File: src/rtl/lcd_hsync_rx.sv
// lcd_hsync_rx: HSYNC receiver with period/width measurement,
// lock tracking and reconstructed active window / x-position.
//
// Ports:
//   lcd_clk      pixel clock
//   sys_rst_n    asynchronous active-low reset
//   lcd_hs_in    incoming HSYNC (synchronous to lcd_clk)
//   line_start   one-cycle pulse per detected leading edge
//   h_active     rebuilt active window (only while locked)
//   h_pos        active pixel index, 0 outside the window
//   meas_period  last lead-to-lead period
//   meas_width   last sync pulse width
//   locked       timing is stable
//   err_pulse    one-cycle pulse per bad event
//   err_cnt      saturating bad-event count
module lcd_hsync_rx #(
    parameter int H_SYNC      = 1,
    parameter int H_BACK      = 46,
    parameter int H_VALID     = 800,
    parameter int H_FRONT     = 210,
    parameter int HS_POL      = 1,
    parameter int LOCK_LINES  = 4,
    parameter int UNLOCK_ERRS = 2,
    parameter int CNT_W       = 12
) (
    input  logic             lcd_clk,
    input  logic             sys_rst_n,
    input  logic             lcd_hs_in,
    output logic             line_start,
    output logic             h_active,
    output logic [10:0]      h_pos,
    output logic [CNT_W-1:0] meas_period,
    output logic [CNT_W-1:0] meas_width,
    output logic             locked,
    output logic             err_pulse,
    output logic [7:0]       err_cnt
);

    localparam int H_TOTAL = H_SYNC + H_BACK + H_VALID + H_FRONT;

    localparam logic [CNT_W-1:0] TOTAL_C = CNT_W'(H_TOTAL);
    localparam logic [CNT_W-1:0] SYNC_C  = CNT_W'(H_SYNC);
    localparam logic [CNT_W-1:0] WIN_LO  = CNT_W'(H_SYNC + H_BACK);
    localparam logic [CNT_W-1:0] WIN_HI  =
        CNT_W'(H_SYNC + H_BACK + H_VALID - 1);
    localparam logic [CNT_W-1:0] CNT_MAX = '1;

    localparam logic [7:0] LOCK_C  = 8'(LOCK_LINES);
    localparam logic [7:0] UNLK_C  = 8'(UNLOCK_ERRS);
    localparam logic       POL_B   = 1'(HS_POL);

    typedef enum logic [1:0] {
        SEARCH  = 2'd0,
        ACQUIRE = 2'd1,
        LOCKED  = 2'd2
    } state_t;

    state_t state_q;
    state_t state_d;

    logic [7:0]       good_q;
    logic [7:0]       good_d;
    logic [7:0]       bad_q;
    logic [7:0]       bad_d;

    logic             a_q;
    logic             a_qq;
    logic [CNT_W-1:0] per_cnt;
    logic [CNT_W-1:0] wid_cnt;

    logic             lead;
    logic             trail;
    logic             hunting;
    logic             good_line;
    logic             timeout;
    logic             bad_evt;
    logic             in_win;
    logic [10:0]      pos_d;

    // Edge decode on the polarity-normalised sync.
    always_comb begin
        lead      = a_q & ~a_qq;
        trail     = ~a_q & a_qq;
        hunting   = (state_q != SEARCH);
        // meas_width still holds the previous pulse here.
        good_line = (per_cnt == TOTAL_C) &&
                    (meas_width == SYNC_C);
        // A lead in the same cycle takes precedence.
        timeout   = hunting && (per_cnt == TOTAL_C) && !lead;
        bad_evt   = hunting &&
                    ((lead && !good_line) || timeout);
    end

    // Window decode from the line counter.
    always_comb begin
        in_win = (per_cnt >= WIN_LO) && (per_cnt <= WIN_HI);
        pos_d  = '0;
        if (in_win) begin
            pos_d = 11'(per_cnt - WIN_LO);
        end
    end

    // Lock FSM: next state.
    always_comb begin
        state_d = state_q;
        good_d  = good_q;
        bad_d   = bad_q;
        unique case (state_q)
            SEARCH: begin
                if (lead) begin
                    state_d = ACQUIRE;
                    good_d  = '0;
                end
            end
            ACQUIRE: begin
                if (lead) begin
                    if (good_line) begin
                        good_d = good_q + 8'd1;
                        if (good_q + 8'd1 == LOCK_C) begin
                            state_d = LOCKED;
                            bad_d   = '0;
                        end
                    end else begin
                        good_d = '0;
                    end
                end else if (timeout) begin
                    state_d = SEARCH;
                end
            end
            LOCKED: begin
                if (lead && good_line) begin
                    bad_d = '0;
                end else if (bad_evt) begin
                    bad_d = bad_q + 8'd1;
                    if (bad_q + 8'd1 == UNLK_C) begin
                        state_d = SEARCH;
                    end
                end
            end
            default: begin
                state_d = SEARCH;
            end
        endcase
    end

    // Lock FSM: state register.
    always_ff @(posedge lcd_clk or negedge sys_rst_n) begin
        if (!sys_rst_n) begin
            state_q <= SEARCH;
            good_q  <= '0;
            bad_q   <= '0;
        end else begin
            state_q <= state_d;
            good_q  <= good_d;
            bad_q   <= bad_d;
        end
    end

    // Input sampling and edge history.
    always_ff @(posedge lcd_clk or negedge sys_rst_n) begin
        if (!sys_rst_n) begin
            a_q  <= 1'b0;
            a_qq <= 1'b0;
        end else begin
            a_q  <= ~(lcd_hs_in ^ POL_B);
            a_qq <= a_q;
        end
    end

    // Period counter with flywheel reload on timeout.
    always_ff @(posedge lcd_clk or negedge sys_rst_n) begin
        if (!sys_rst_n) begin
            per_cnt <= '0;
        end else if (lead || timeout) begin
            per_cnt <= CNT_W'(1);
        end else if (per_cnt != CNT_MAX) begin
            per_cnt <= per_cnt + CNT_W'(1);
        end
    end

    // Pulse width counter and captured measurements.
    always_ff @(posedge lcd_clk or negedge sys_rst_n) begin
        if (!sys_rst_n) begin
            wid_cnt     <= '0;
            meas_width  <= '0;
            meas_period <= '0;
        end else begin
            if (lead) begin
                wid_cnt <= CNT_W'(1);
            end else if (a_q && (wid_cnt != CNT_MAX)) begin
                wid_cnt <= wid_cnt + CNT_W'(1);
            end
            if (trail) begin
                meas_width <= wid_cnt;
            end
            if (lead && hunting) begin
                meas_period <= per_cnt;
            end
        end
    end

    // Registered status and error outputs.
    always_ff @(posedge lcd_clk or negedge sys_rst_n) begin
        if (!sys_rst_n) begin
            line_start <= 1'b0;
            err_pulse  <= 1'b0;
            err_cnt    <= '0;
            locked     <= 1'b0;
        end else begin
            line_start <= lead;
            err_pulse  <= bad_evt;
            if (err_pulse && (err_cnt != 8'hFF)) begin
                err_cnt <= err_cnt + 8'd1;
            end
            locked     <= (state_d == LOCKED);
        end
    end

    // Window follows the next state so it drops with lock.
    always_ff @(posedge lcd_clk or negedge sys_rst_n) begin
        if (!sys_rst_n) begin
            h_active <= 1'b0;
            h_pos    <= '0;
        end else if (state_d == LOCKED) begin
            h_active <= in_win;
            h_pos    <= pos_d;
        end else begin
            h_active <= 1'b0;
            h_pos    <= '0;
        end
    end

endmodule

File: config.mk
export PLATFORM = sky130hd
export DESIGN_NAME = lcd_hsync_rx
export DESIGN_NICKNAME = d
export VERILOG_FILES = /design/src/rtl/lcd_hsync_rx.sv
export SDC_FILE = /design/constraint.sdc
export NUM_CORES = 1
export LEC_CHECK = 0
export BUFFER_PORTS_ARGS = -buffer_cell sky130_fd_sc_hd__buf_2
export CORE_UTILIZATION = 50
export CTS_BUF_LIST = sky130_fd_sc_hd__clkbuf_16
export CTS_CLUSTER_SIZE = 24
export DETAILED_ROUTE_END_ITERATION = 8
export PLACE_DENSITY = 0.7
export SETUP_SLACK_MARGIN = 0.5
export SYNTH_ARGS = -nofsm -noshare
export SYNTH_HDL_FRONTEND = slang
export SYNTH_SLANG_ARGS = --single-unit
File: constraint.sdc
create_clock -name lcd_clk -period 3 [get_ports lcd_clk]
set_clock_uncertainty 0.05 [all_clocks]
set_input_delay 0.3 -clock lcd_clk [delete_from_list [all_inputs] [get_ports lcd_clk]]
set_output_delay 0.3 -clock lcd_clk [all_outputs]
set_load 0.05 [all_outputs]
==> run summary <==
Status -> finished, final reports clean
Slowest-stage cell, CP -> or4_4
Nature of the critical path endpoint -> flip-flop
Final Non-Filler Cells -> 576
Syn avg cell area -> 10.8 um^2
Crit Path Class -> flip-flop to flip-flop
Initial DRT Pass Iterations -> 4
Dpl cell area -> 4800 um^2
Mux cell area share after synthesis -> 7.59%
Largest family of logic cells by synthesized area -> simple AND/OR/NAND/NOR gates
Final Hold Viols -> 0
Worst path cell trace -> or4b_1, or4_4, buf_6, nor2_4, o21ai_4, buf_12, a311oi_1
DRT Wirelength -> 8780 um
Vias -> 3247
Most frequent cells in the layout -> 89 x dfrtp_1, 48 x buf_2, 29 x nand2_1
Initial Util -> 52.5%
Top delay family on crit path -> simple AND/OR/NAND/NOR gates
Vias in the first global route -> 3026
Clock Path Buffers -> 2
Clock sink count -> 91
Switching Fraction -> 34.8%
Synth Flop Type -> dfrtp_1
GRT Total Usage -> 20.9%
WL/cell -> 15.2 um
Comb pwr share -> 23.8%
Post-layout nets -> 477
N_diodes -> 0
IO Port Bufs -> 49
Seq/Total Area, Yosys -> 51.7%
Cells after synthesis -> 406
Clock Power Share -> 31.8%
Synth Area in Adders -> 2.27%
#FFs+latches synth -> 91
Final antenna-violating net count -> 0
Fin area -> 5230 um^2
Clock Latency Late Sink -> 0.34 ns
Pint -> 2170 uW
Syn nets -> 417
Mapped Area -> 4400 um^2
Layout cell share with drive strength beyond 1 -> 28.9%
IO Pins -> 50
Simple-Gate Fraction of Synth Area -> 17.8%
Max Cap Viol -> 0
CTS tree -> yes
Commonest non-fill, non-tap cell in the layout -> dfrtp_1
Synth cell types -> 56
Full die area -> 9190 um^2
Power Dens Cells -> 636 nW/um^2
Core area -> 8380 um^2
Setup violators final -> 0
CP peak stage delay -> 0.58 ns
Final setup margin -> 0.533 ns
Synth Warn # -> 0
First-pass GRT wire length -> 14700 um
CP startpoint kind -> flip-flop
Synth-to-layout area growth -> 18.8%
Cts bufs inserted -> 9
HP Class -> input pin to asynchronous set/reset pin
Switch Pwr -> 1160 uW
Root Buffer -> clkbuf_16
Dpl hpwl -> 5940 um
Final Max Slew Viols -> 0
Leak Pwr -> 0.00247 uW
XOR/XNOR share of the synthesized area -> 6.96%
Synth Area in Compound Gates -> 10.3%
Asr flop ratio synth -> 100%
Die Y-Extent -> 95.9 um
Final worst-path cycle share -> 82.2%
Setup TNS Final -> 0 ns
Row count -> 33
Rel. slew slack -> 29.9%
Register clock-pin slew on the reported worst setup and hold paths -> 0.08 ns
Fill count -> 691
H-tree levels -> 3
Worst endpoint required time -> 3.19 ns
FMAX -> 405 MHz
CP Max Fanout -> 13
Post-synth EDFFs -> 0
Via density -> 5.64
Sequential power share -> 44.5%
Die width -> 95.9 um
Min cycle time layout -> 2.47 ns
Cell count after placement -> 551
Gr ovfl total -> 0
Max VDD drop -> 0.000474 V
Slew at the pin closest to its max-slew limit -> 1.05 ns
WP data arrival -> 2.66 ns
Setup WS pre-CTS -> 0.305 ns
DR iter-0 viols -> 127
Initial antenna violation count -> 0
RSZ-0062 raised after global routing -> true
Largest net degree at the start of global routing -> 91
DRC -> 0
Critical path buffers and inverters -> 2
Routability cong. -> 0.857
## through the flow
step           utilization, %  power [uW]  hold WS [ns]
3_5_place_dp             57.2        2270        0.0428
6_report                 62.4        3330         0.244
5_1_grt                  62.4        3480         0.240
2_1_floorplan               -        2070       -0.0456
3_3_place_gp             57.2        2260        0.0423
4_1_cts                  61.5        3340       0.00341
## cells in the mapped netlist, types with 3 or more instances
cell type,instances,area (um^2)
mux2_2,27,304
nor3_1,12,60.1
nor4_1,6,37.5
buf_6,3,33.8
xor2_1,8,70.1
or3_1,6,37.5
a21o_1,4,30.0
dfrtp_1,91,2280
a311oi_1,7,61.3
or2_2,3,18.8
and3_1,8,50.1
nand3_1,23,115
mux2i_1,3,30.0
nand2b_1,9,56.3
a21oi_1,12,60.1
nand2_1,30,113
a22o_1,5,43.8
nor2_1,26,97.6
buf_1,4,15.0
clkbuf_1,10,37.5
o21ai_0,7,35.0
nand4_1,8,50.1
xnor2_1,27,236
o21a_1,4,30.0
a31oi_1,5,31.3
a211oi_1,3,22.5
ha_1,8,100
inv_1,11,41.3
## worst register-to-register path: stages (launching register included)
cell,delay (ns)
dfrtp_2,0.41
or4b_1,0.49
or4_4,0.58
buf_6,0.16
nor2_4,0.18
o21ai_4,0.09
buf_12,0.16
a311oi_1,0.24
## per-layer routing
layer | global-route usage, % | up-vias | routed length (um)
met5 | 0 | - | 0
met4 | 6.47 | 0 | 56
met3 | 4.50 | 4 | 351
met2 | 32.1 | 68 | 4030
met1 | 29.6 | 1613 | 4350
li1 | - | 1562 | -
## power groups by stage
stage          clock network [uW]  logic (uW)  registers (uW)
5_1_grt                      1130         853            1500
3_3_place_gp                    0         750            1510
6_report                     1060         791            1480
4_1_cts                      1070         786            1480
2_1_floorplan                   0         299            1770
3_5_place_dp                    0         757            1510
## state kept, by name, summed over array words and instances (netlist names), 2 cells and up
name and flops:
bad_q 8, err_cnt 8, good_q 8, h_pos 11, meas_period 12, meas_width 12
per_cnt 12, state_q 2, wid_cnt 12
## logic make-up (layout without fill, tap and decap cells)
logic type	count (synthesis)	count (layout)
and+or+nand+nor	147	147
DFF	91	91
AOI/OAI and AO/OA	63	63
xor gates and xnor gates	35	35
buffers and inverters	31	96
muxes	30	30
adders and majority gates	8	8
other	1	1
## final cells by class
class | count | area [um^2] | share of cell area (%)
Sequential cell | 91 | 2280 | 43.6
Inverter | 11 | 41.3 | 0.789
Timing Repair Buffer | 69 | 444 | 8.49
Clock inverter | 7 | 50.0 | 0.956
Multi-Input combinational cell | 284 | 2060 | 39.4
Tap cell | 105 | 131 | 2.51
Clock buffer | 9 | 225 | 4.30
## timing repair
item,in CTS,in global routing
pin swaps,2,3
gates resized for setup,3,11
setup buffers,5,2
hold buffers,1,1
endpoints found under the hold margin,82,1
endpoints found under the setup margin,28,25
## path summary, 6_finish.rpt
path                                  from          to  slack (ns)  depth (start not counted)
worst min-delay path             sys_rst_n   good_q[5]        0.24                          2
worst max-delay path            per_cnt[3]    h_pos[7]        0.53                          7
worst min register to register         a_q        a_qq        0.44                          0
min in group lcd_clk                   a_q        a_qq        0.44                          0
worst max register to register  per_cnt[3]    h_pos[7]        0.53                          7
max in group asynchronous        sys_rst_n  per_cnt[6]        2.03                          3
No activity file was read; power rests on OpenSTA's default activity.
